`src/rtl/uart_pkg.sv`:
```
// Shared UART receive constants: FSM encodings, shift-register width, frame modes.
// Mode index is {EIGHT, PEN} as latched at frame start.
package uart_pkg;

  localparam logic [0:0] ST_IDLE = 1'b0;
  localparam logic [0:0] ST_RECV = 1'b1;

  localparam int SR_W = 10;

  localparam logic [1:0] MODE_7N = 2'b00;
  localparam logic [1:0] MODE_7P = 2'b01;
  localparam logic [1:0] MODE_8N = 2'b10;
  localparam logic [1:0] MODE_8P = 2'b11;

  typedef struct packed {
    logic eight;
    logic pen;
    logic ohel;
  } rx_cfg_t;

  localparam rx_cfg_t CFG_RST = '0;

  function automatic logic [1:0] cfg_mode(input rx_cfg_t c);
    return {c.eight, c.pen};
  endfunction

endpackage

```
`src/rtl/rx_frame_check.sv`:
```
// Combinational field extraction plus parity and framing checks on a captured frame.
// Stop bit always lands in the MSB of the shift register; data/parity positions depend on mode.
module rx_frame_check
  import uart_pkg::*;
(
  input  logic [SR_W-1:0] sr_i,
  input  rx_cfg_t         cfg_i,
  output logic [7:0]      data_o,
  output logic            perr_o,
  output logic            ferr_o
);

  logic par;
  logic exp_par;

  always_comb begin
    data_o = 8'h00;
    par    = 1'b0;
    case (cfg_mode(cfg_i))
      MODE_7N: data_o = {1'b0, sr_i[8:2]};
      MODE_7P: begin
        data_o = {1'b0, sr_i[7:1]};
        par    = sr_i[8];
      end
      MODE_8N: data_o = sr_i[8:1];
      default: begin
        data_o = sr_i[7:0];
        par    = sr_i[8];
      end
    endcase
  end

  // Bit 7 is zero in 7-bit modes, so an 8-bit reduction is correct for both widths.
  assign exp_par = cfg_i.ohel ? ~^data_o : ^data_o;
  assign perr_o  = cfg_i.pen & (par != exp_par);
  assign ferr_o  = ~sr_i[SR_W-1];

endmodule

```
`src/rtl/rx_data_ctrl.sv`:
```
// UART receive datapath: shifts bits on BTU, reports the character one cycle after DONE.
// Overrun detection is built only when UART_RX_OVF_EN is defined; otherwise OVF is tied low.
module rx_data_ctrl
  import uart_pkg::*;
(
  input  logic       clk,
  input  logic       rst,
  input  logic       RX,
  input  logic       START,
  input  logic       BTU,
  input  logic       DONE,
  input  logic       EIGHT,
  input  logic       PEN,
  input  logic       OHEL,
  input  logic       READ,
  output logic [7:0] RX_DATA,
  output logic       RXRDY,
  output logic       PERR,
  output logic       FERR,
  output logic       OVF
);

  logic [0:0]      state_q, state_d;
  logic [SR_W-1:0] sr_q, sr_d;
  rx_cfg_t         cfg_q, cfg_d;
  rx_cfg_t         cfg_in;
  logic            start_q;
  logic            start_rise;
  logic            frame_done;

  logic [7:0]      data_q;
  logic            rdy_q;
  logic            perr_q;
  logic            ferr_q;

  logic [7:0]      chk_data;
  logic            chk_perr;
  logic            chk_ferr;

  assign cfg_in     = '{eight: EIGHT, pen: PEN, ohel: OHEL};
  assign start_rise = START & ~start_q;
  assign frame_done = (state_q == ST_RECV) && DONE && !start_rise;

  always_comb begin
    state_d = state_q;
    sr_d    = sr_q;
    cfg_d   = cfg_q;
    case (state_q)
      ST_IDLE: begin
        if (START) begin
          state_d = ST_RECV;
          sr_d    = '0;
          cfg_d   = cfg_in;
        end
      end
      default: begin
        // A fresh start edge mid-frame abandons the partial character.
        if (start_rise) begin
          sr_d  = '0;
          cfg_d = cfg_in;
        end else if (DONE) begin
          state_d = ST_IDLE;
        end else if (BTU && !START) begin
          sr_d = {RX, sr_q[SR_W-1:1]};
        end
      end
    endcase
  end

  always_ff @(posedge clk) begin
    if (rst) begin
      state_q <= ST_IDLE;
      sr_q    <= '0;
      cfg_q   <= CFG_RST;
      start_q <= 1'b0;
    end else begin
      state_q <= state_d;
      sr_q    <= sr_d;
      cfg_q   <= cfg_d;
      start_q <= START;
    end
  end

  rx_frame_check u_check (
    .sr_i   (sr_q),
    .cfg_i  (cfg_q),
    .data_o (chk_data),
    .perr_o (chk_perr),
    .ferr_o (chk_ferr)
  );

  always_ff @(posedge clk) begin
    if (rst) begin
      data_q <= 8'h00;
      rdy_q  <= 1'b0;
      perr_q <= 1'b0;
      ferr_q <= 1'b0;
    end else if (frame_done) begin
      data_q <= chk_data;
      rdy_q  <= 1'b1;
      perr_q <= chk_perr;
      ferr_q <= chk_ferr;
    end else if (READ) begin
      rdy_q  <= 1'b0;
    end
  end

`ifdef UART_RX_OVF_EN
  logic ovf_q;

  // A read in the same cycle as DONE consumes the old character, so no overrun.
  always_ff @(posedge clk) begin
    if (rst) begin
      ovf_q <= 1'b0;
    end else if (READ) begin
      ovf_q <= 1'b0;
    end else if (frame_done && rdy_q) begin
      ovf_q <= 1'b1;
    end
  end

  assign OVF = ovf_q;
`else
  assign OVF = 1'b0;
`endif

  assign RX_DATA = data_q;
  assign RXRDY   = rdy_q;
  assign PERR    = perr_q;
  assign FERR    = ferr_q;

endmodule

```
`config.mk`:
```
export PLATFORM = sky130hd
export DESIGN_NAME = rx_data_ctrl
export DESIGN_NICKNAME = d
export VERILOG_FILES = /design/src/rtl/uart_pkg.sv /design/src/rtl/rx_frame_check.sv /design/src/rtl/rx_data_ctrl.sv
export SDC_FILE = /design/constraint.sdc
export NUM_CORES = 1
export LEC_CHECK = 0
export BUFFER_PORTS_ARGS = -buffer_cell sky130_fd_sc_hd__buf_4
export CAP_MARGIN = 25
export CORE_MARGIN = 2
export CORE_UTILIZATION = 46
export CTS_CLUSTER_DIAMETER = 150
export DETAILED_ROUTE_END_ITERATION = 10
export HOLD_SLACK_MARGIN = 0.02
export MAX_ROUTING_LAYER = met4
export PLACE_DENSITY = 0.7
export SETUP_SLACK_MARGIN = 0.02
export SLEW_MARGIN = 30
export SYNTH_ARGS = -nofsm -noshare
export SYNTH_HDL_FRONTEND = slang
export SYNTH_SLANG_ARGS = --single-unit
```
`constraint.sdc`:
```
create_clock -name clk -period 1.62 [get_ports clk]
set_input_delay 0.162 -clock clk [delete_from_list [all_inputs] [get_ports clk]]
set_output_delay 0.162 -clock clk [all_outputs]
set_load 0.01 [all_outputs]
```
# Word level (Yosys, flattened, before mapping)

Index checks and enable logic that the tools add are counted.

Register bits: 26
Input port bits: 10
Output and inout port bits: 12
Logic and storage cells: 50

Eq/ne operators: 6
Muxes and demuxes: 17
Bitwise logic cells: 4
Reduce and logical (&&, ||, !) cells: 13

Operators with widths:

| kind                                           | number |
|---|---|
| two-way mux 10 bit                             | 5 |
| one-hot mux 8 bit (3 select lines)             | 1 |
| two-way mux 3 bit                              | 3 |
| two-way mux 1 bit                              | 8 |
| XNOR reduction 8 bit                           | 1 |
| parity 8 bit                                   | 1 |
| nonzero test 2 bit                             | 2 |
| logical AND 1 bit                              | 3 |
| != test 3 x 1 -> 1 bit (second input constant) | 1 |
| != test 3 x 2 -> 1 bit (second input constant) | 1 |
| AND reduction 3 bit                            | 1 |
| AND 1 bit                                      | 2 |
| == test 2 x 1 -> 1 bit (second input constant) | 1 |
| == test 2 bit (second input constant)          | 1 |
| logical NOT 1 bit                              | 2 |
| logical NOT 2 bit                              | 1 |
| != test 2 x 1 -> 1 bit (second input constant) | 1 |
| inverter 1 bit                                 | 2 |
| AND reduction 2 bit                            | 1 |
| OR reduction 2 bit                             | 1 |
| != test 1 bit                                  | 1 |

# Logic depth before layout (Yosys ltp)

Depth after elaboration: 6
Depth in mapped cells: 8
Depth with buffers taken out: 7

# Modules after synthesis

Synthesis repeated with hierarchy kept, for this count alone.

Cells, all modules: 142
Area, all modules: 1433.9 um^2

By module, submodules not included:

| module         | instances | cells an instance | area each (um^2) | sequential area each (um^2) |
|---|---|---|---|---|
| rx_data_ctrl   | 1         | 114               | 1164.9           | 520.5 |
| rx_frame_check | 1         | 28                | 269.0            | 0.0 |

# Worst setup path after synthesis

OpenSTA, ideal clock, no wires.

Kind: reg-to-reg
Start: reg cfg_q[2] (netlist name)
End: reg perr_q (netlist: PERR)
Setup time: 131 ps
Arrival: 1529 ps
Required time: 1489 ps
Slack: -40 ps
Cell stages (with the launch flop): 9
Buffers on the path: 1
Clock period less this slack: 1660 ps
Path through: dfxtp_1 buf_4 nand2_2 o22ai_2 nor2_2 xnor2_1 xnor3_1 nand4_1 a21oi_2

Longest elaborated chain between the ends: 6
Elaborated cells between the ends (all ways): 11
Those cells by class: 3 x eq/ne; 3 x mux; 1 x bitwise; 4 x reduce/logical

Ends and longest elaborated chain:

| item                                                 | RTL line             | RTL |
|---|---|---|
| start, declared                                      | rx_data_ctrl.sv:25   | `rx_cfg_t cfg_q, cfg_d;` |
| start signal, assigned                               | rx_data_ctrl.sv:79   | `cfg_q <= cfg_d;` |
| == test 2 bit, or another cell as far along          | rx_frame_check.sv:19 | `case (cfg_mode(cfg_i))` |
| one-hot mux 8 bit (3 select lines)                   | rx_frame_check.sv:19 |  |
| parity 8 bit or XNOR reduction 8 bit (tied branches) | rx_frame_check.sv:34 | `assign exp_par = cfg_i.ohel ? ~^data_o : ^data_o;` |
| two-way mux 1 bit                                    | rx_frame_check.sv:34 |  |
| != test 1 bit *                                      | rx_frame_check.sv:35 | `assign perr_o = cfg_i.pen & (par != exp_par);` |
| AND 1 bit *                                          | rx_frame_check.sv:35 |  |
| end signal, assigned                                 | rx_data_ctrl.sv:101  | `perr_q <= chk_perr;` |
| end, declared                                        | rx_data_ctrl.sv:33   | `logic perr_q;` |

Every way passes the cells marked *; elsewhere a longest branch is shown, timed or not.
A chain may end at the register's enable or synchronous reset.

# Final worst setup path

Ends and elaborated chain as after synthesis.

==> run summary <==
- status: finished, violations left
- violations in the final reports: negative setup slack
- post-detailed-routing wire length: 3.04 mm
- total number of nets in the final design: 210
- Chip Height: 58.6 um
- sort of element at the start of the critical path: register
- net count after synthesis: 186
- register-to-register setup slack: -0.03 ns
- count of mapped cells out of synthesis: 176
- routability-driven placement congestion ratio: 0.785
- GR Util All Layers: 0.198
- detailed placer's ending HPWL: 2.16 mm
- type of the setup path with the least slack: reg2reg
- number of hold violations in the final report: 0
- maximum vdd drop: 0.776 mV
- RSZ-0062 raised after global routing: yes
- share of the synthesized netlist area taken by xor and xnor gates: 0.0922
- count of final max-slew check failures: 0
- antenna fix cells: 0
- sequential standard cell area: 532 um^2
- commonest cells after routing, fill and taps aside: buf_4 (36), a21oi_1 (25), dfxtp_1 (21)
- Synth Area in Compound Gates: 0.187
- multiplexer fraction of the synthesized cell area: 0.00822
- simple-gate share of the synthesized area: 0.248
- Cell variety after synth: 37
- count of yosys warnings during synthesis: 0
- number of fill cells in the layout: 241
- required time reported for the critical path endpoint: 1.84 ns
- Clock Tree Buf Depth: 2
- global-route wire length before repair: 5.12 mm
- most common library cell in the layout ignoring fill and taps: buf_4
- share of the cycle needed by the critical path after routing: 1.02
- synthesized flop and latch total: 26
- post-synth design cell area: 0.00137 mm^2
- setup skew after layout: 0.0125 ns
- Vias/cell: 5.53
- Final Critical Period: 1.65 ns
- hold-fix buffers at CTS: 0
- worst endpoint data arrival time: 1.87 ns
- clock-pin slew reported for the worst setup and hold paths after clock tree synthesis: 0.14 ns
- main combinational cell family by area after synthesis: simple AND/OR/NAND/NOR gates
- clock sinks: 26
- clock latency of the later-clocked register in the worst-skew pair: 0.33 ns
- antenna viol nets, final: 0
- fraction of final layout cells with drive strength greater than 1: 0.271
- Non-Filler Cell Area, Final: 0.00165 mm^2
- initial antenna violation count: 0
- TritonCTS buffer count: 3
- achievable frequency: 606 MHz
- number of buffers inserted by port buffering: 20
- kind of end point of the critical path: register
- First DRT Iteration DRCs: 39
- pin count of the biggest net entering global routing: 27
- setup violation total in the final timing report: 1
- chip width: 58.6 um
- Placed Cells: 226
- Detailed Routing Iterations Pass 1: 4
- mean instance size in the synthesized netlist: 7.78 um^2
- post-synthesis adder-cell area fraction: 0
- final cell count without fillers: 230
- Power Total: 1.19 mW
- area grow syn2layout: 20.1%
- effective utilization at floorplan: 0.493
- vias in the first global route: 1184
- placed standard-cell area: 0.00159 mm^2
- Via Count: 1273
- total core area: 0.00278 mm^2
- area of the multi-input gates: 746 um^2
- static leakage: 0.696 nW
- path category of the worst min-delay check: in2reg
- largest fanout on the critical path: 5
- Clock Tree Root: clkbuf_4
- GRT Residual Overflow: 0
- final core occ: 0.592
- I/O pin total: 22
- residual DRC count: 0
- TritonCTS clock tree: yes
- htree depth: 1
- detailed-route wire length per cell: 13.2 um
- reported max-cap violation count: 0
- minimum setup slack in the final design: -0.0305 ns
- Core Rows: 19
- total die area: 0.00343 mm^2
- ratio of total power to cell area: 722 mW/mm^2
- sequential area share after synthesis: 0.380
==> layer usage <==
layer  routed length, um  vias up  track usage
met5                   0        -            -
met4                  70        0       0.0877
met3                 119        8       0.0264
met2                1370       32        0.308
met1                1480      588        0.257
li1                    -      645            -
==> area by class of cell <==
class | count | share of cell area
repair buffers | 37 | 0.171
multi-input cells | 129 | 0.453
inverters | 3 | 0.00684
clock buffers | 4 | 0.0221
flip-flops and latches | 26 | 0.323
well taps | 31 | 0.0236
==> path summary, 6_finish.rpt <==
check | from | to | cells past startpoint
min reg2reg | RX_DATA[7] | RX_DATA[7] | 2
max reg2reg | cfg_q[2] | PERR | 7
min | EIGHT | cfg_q[2] | 3
max | cfg_q[2] | PERR | 7
==> sequential cells by signal (all words and copies together) (netlist names) <==
name     flops
FERR         1
PERR         1
RXRDY        1
RX_DATA      8
cfg_q        3
sr_q        10
start_q      1
state_q      1
==> cell usage after synthesis <==
library cell  count  share of area
a211oi_1          1         0.0055
a21boi_2          1         0.0082
a21oi_1          25          0.091
a21oi_2           1         0.0064
a311oi_1          1         0.0064
a31oi_1           1         0.0046
a32oi_1           1         0.0064
and2b_1           1         0.0055
buf_2             2         0.0073
buf_4             3          0.016
buf_6             2          0.016
clkbuf_1          8          0.022
clkbuf_2          3          0.011
conb_1            1         0.0027
dfxtp_1          26           0.38
inv_1             3         0.0082
mux2_2            1         0.0082
nand2_1          19          0.052
nand2_2           1         0.0046
nand2b_1          4          0.018
nand3_1          13          0.047
nand3b_1          2          0.011
nand4_1           2         0.0091
nor2_1           18          0.049
nor2_2            1         0.0046
nor2b_1           2         0.0091
nor3_1            6          0.022
nor3b_1           2          0.011
o21a_1            1         0.0055
o21ai_1           2         0.0073
o22ai_1           8          0.037
o22ai_2           1         0.0091
or2_1             1         0.0046
xnor2_1           2          0.013
xnor2_2           1          0.012
xnor3_1           1          0.016
xor2_1            8          0.051
==> what timing repair did <==
| action | 4_1_cts | 5_1_grt |
|---|---|---|
| setup buffers | 0 | 0 |
| pin swaps | 0 | 2 |
| gates resized for setup | 2 | 5 |
| setup endpoints to repair | 1 | 1 |
==> critical path, cell delays in order, from the launching register on <==
cell	delay (ns)
dfxtp_4	0.40
or2_1	0.26
o22ai_1	0.12
nor2_1	0.07
xnor2_1	0.14
xnor3_1	0.41
nand4_1	0.09
a21oi_2	0.05
==> kinds of logic after synthesis <==
| family | after synthesis |
|---|---|
| AO/OA/AOI/OAI | 43 |
| multiplexers | 1 |
| XOR/XNOR | 12 |
| AND/OR/NAND/NOR | 72 |
| flip-flops | 26 |
| buffers and inverters | 21 |
| other | 1 |
==> stage by stage <==
step	hold slack, ns	worst slack [ns]	setup TNS (ns)
after floorplan	0.302	-0.00559	-0.00559
after global placement	0.430	0.0351	0
after detailed placement	0.427	-0.0459	-0.0459
after CTS	0.0711	-0.0135	-0.0135
after global routing	0.0745	-0.104	-0.104
final	0.0736	-0.0305	-0.0305
==> where the power goes <==
part | internal (mW) | switching (mW)
sequential | 0.651 | 0.0132
combinational | 0.0931 | 0.101
clock | 0.138 | 0.192
total | 0.881 | 0.306
No activity file was read; power rests on OpenSTA's default activity.
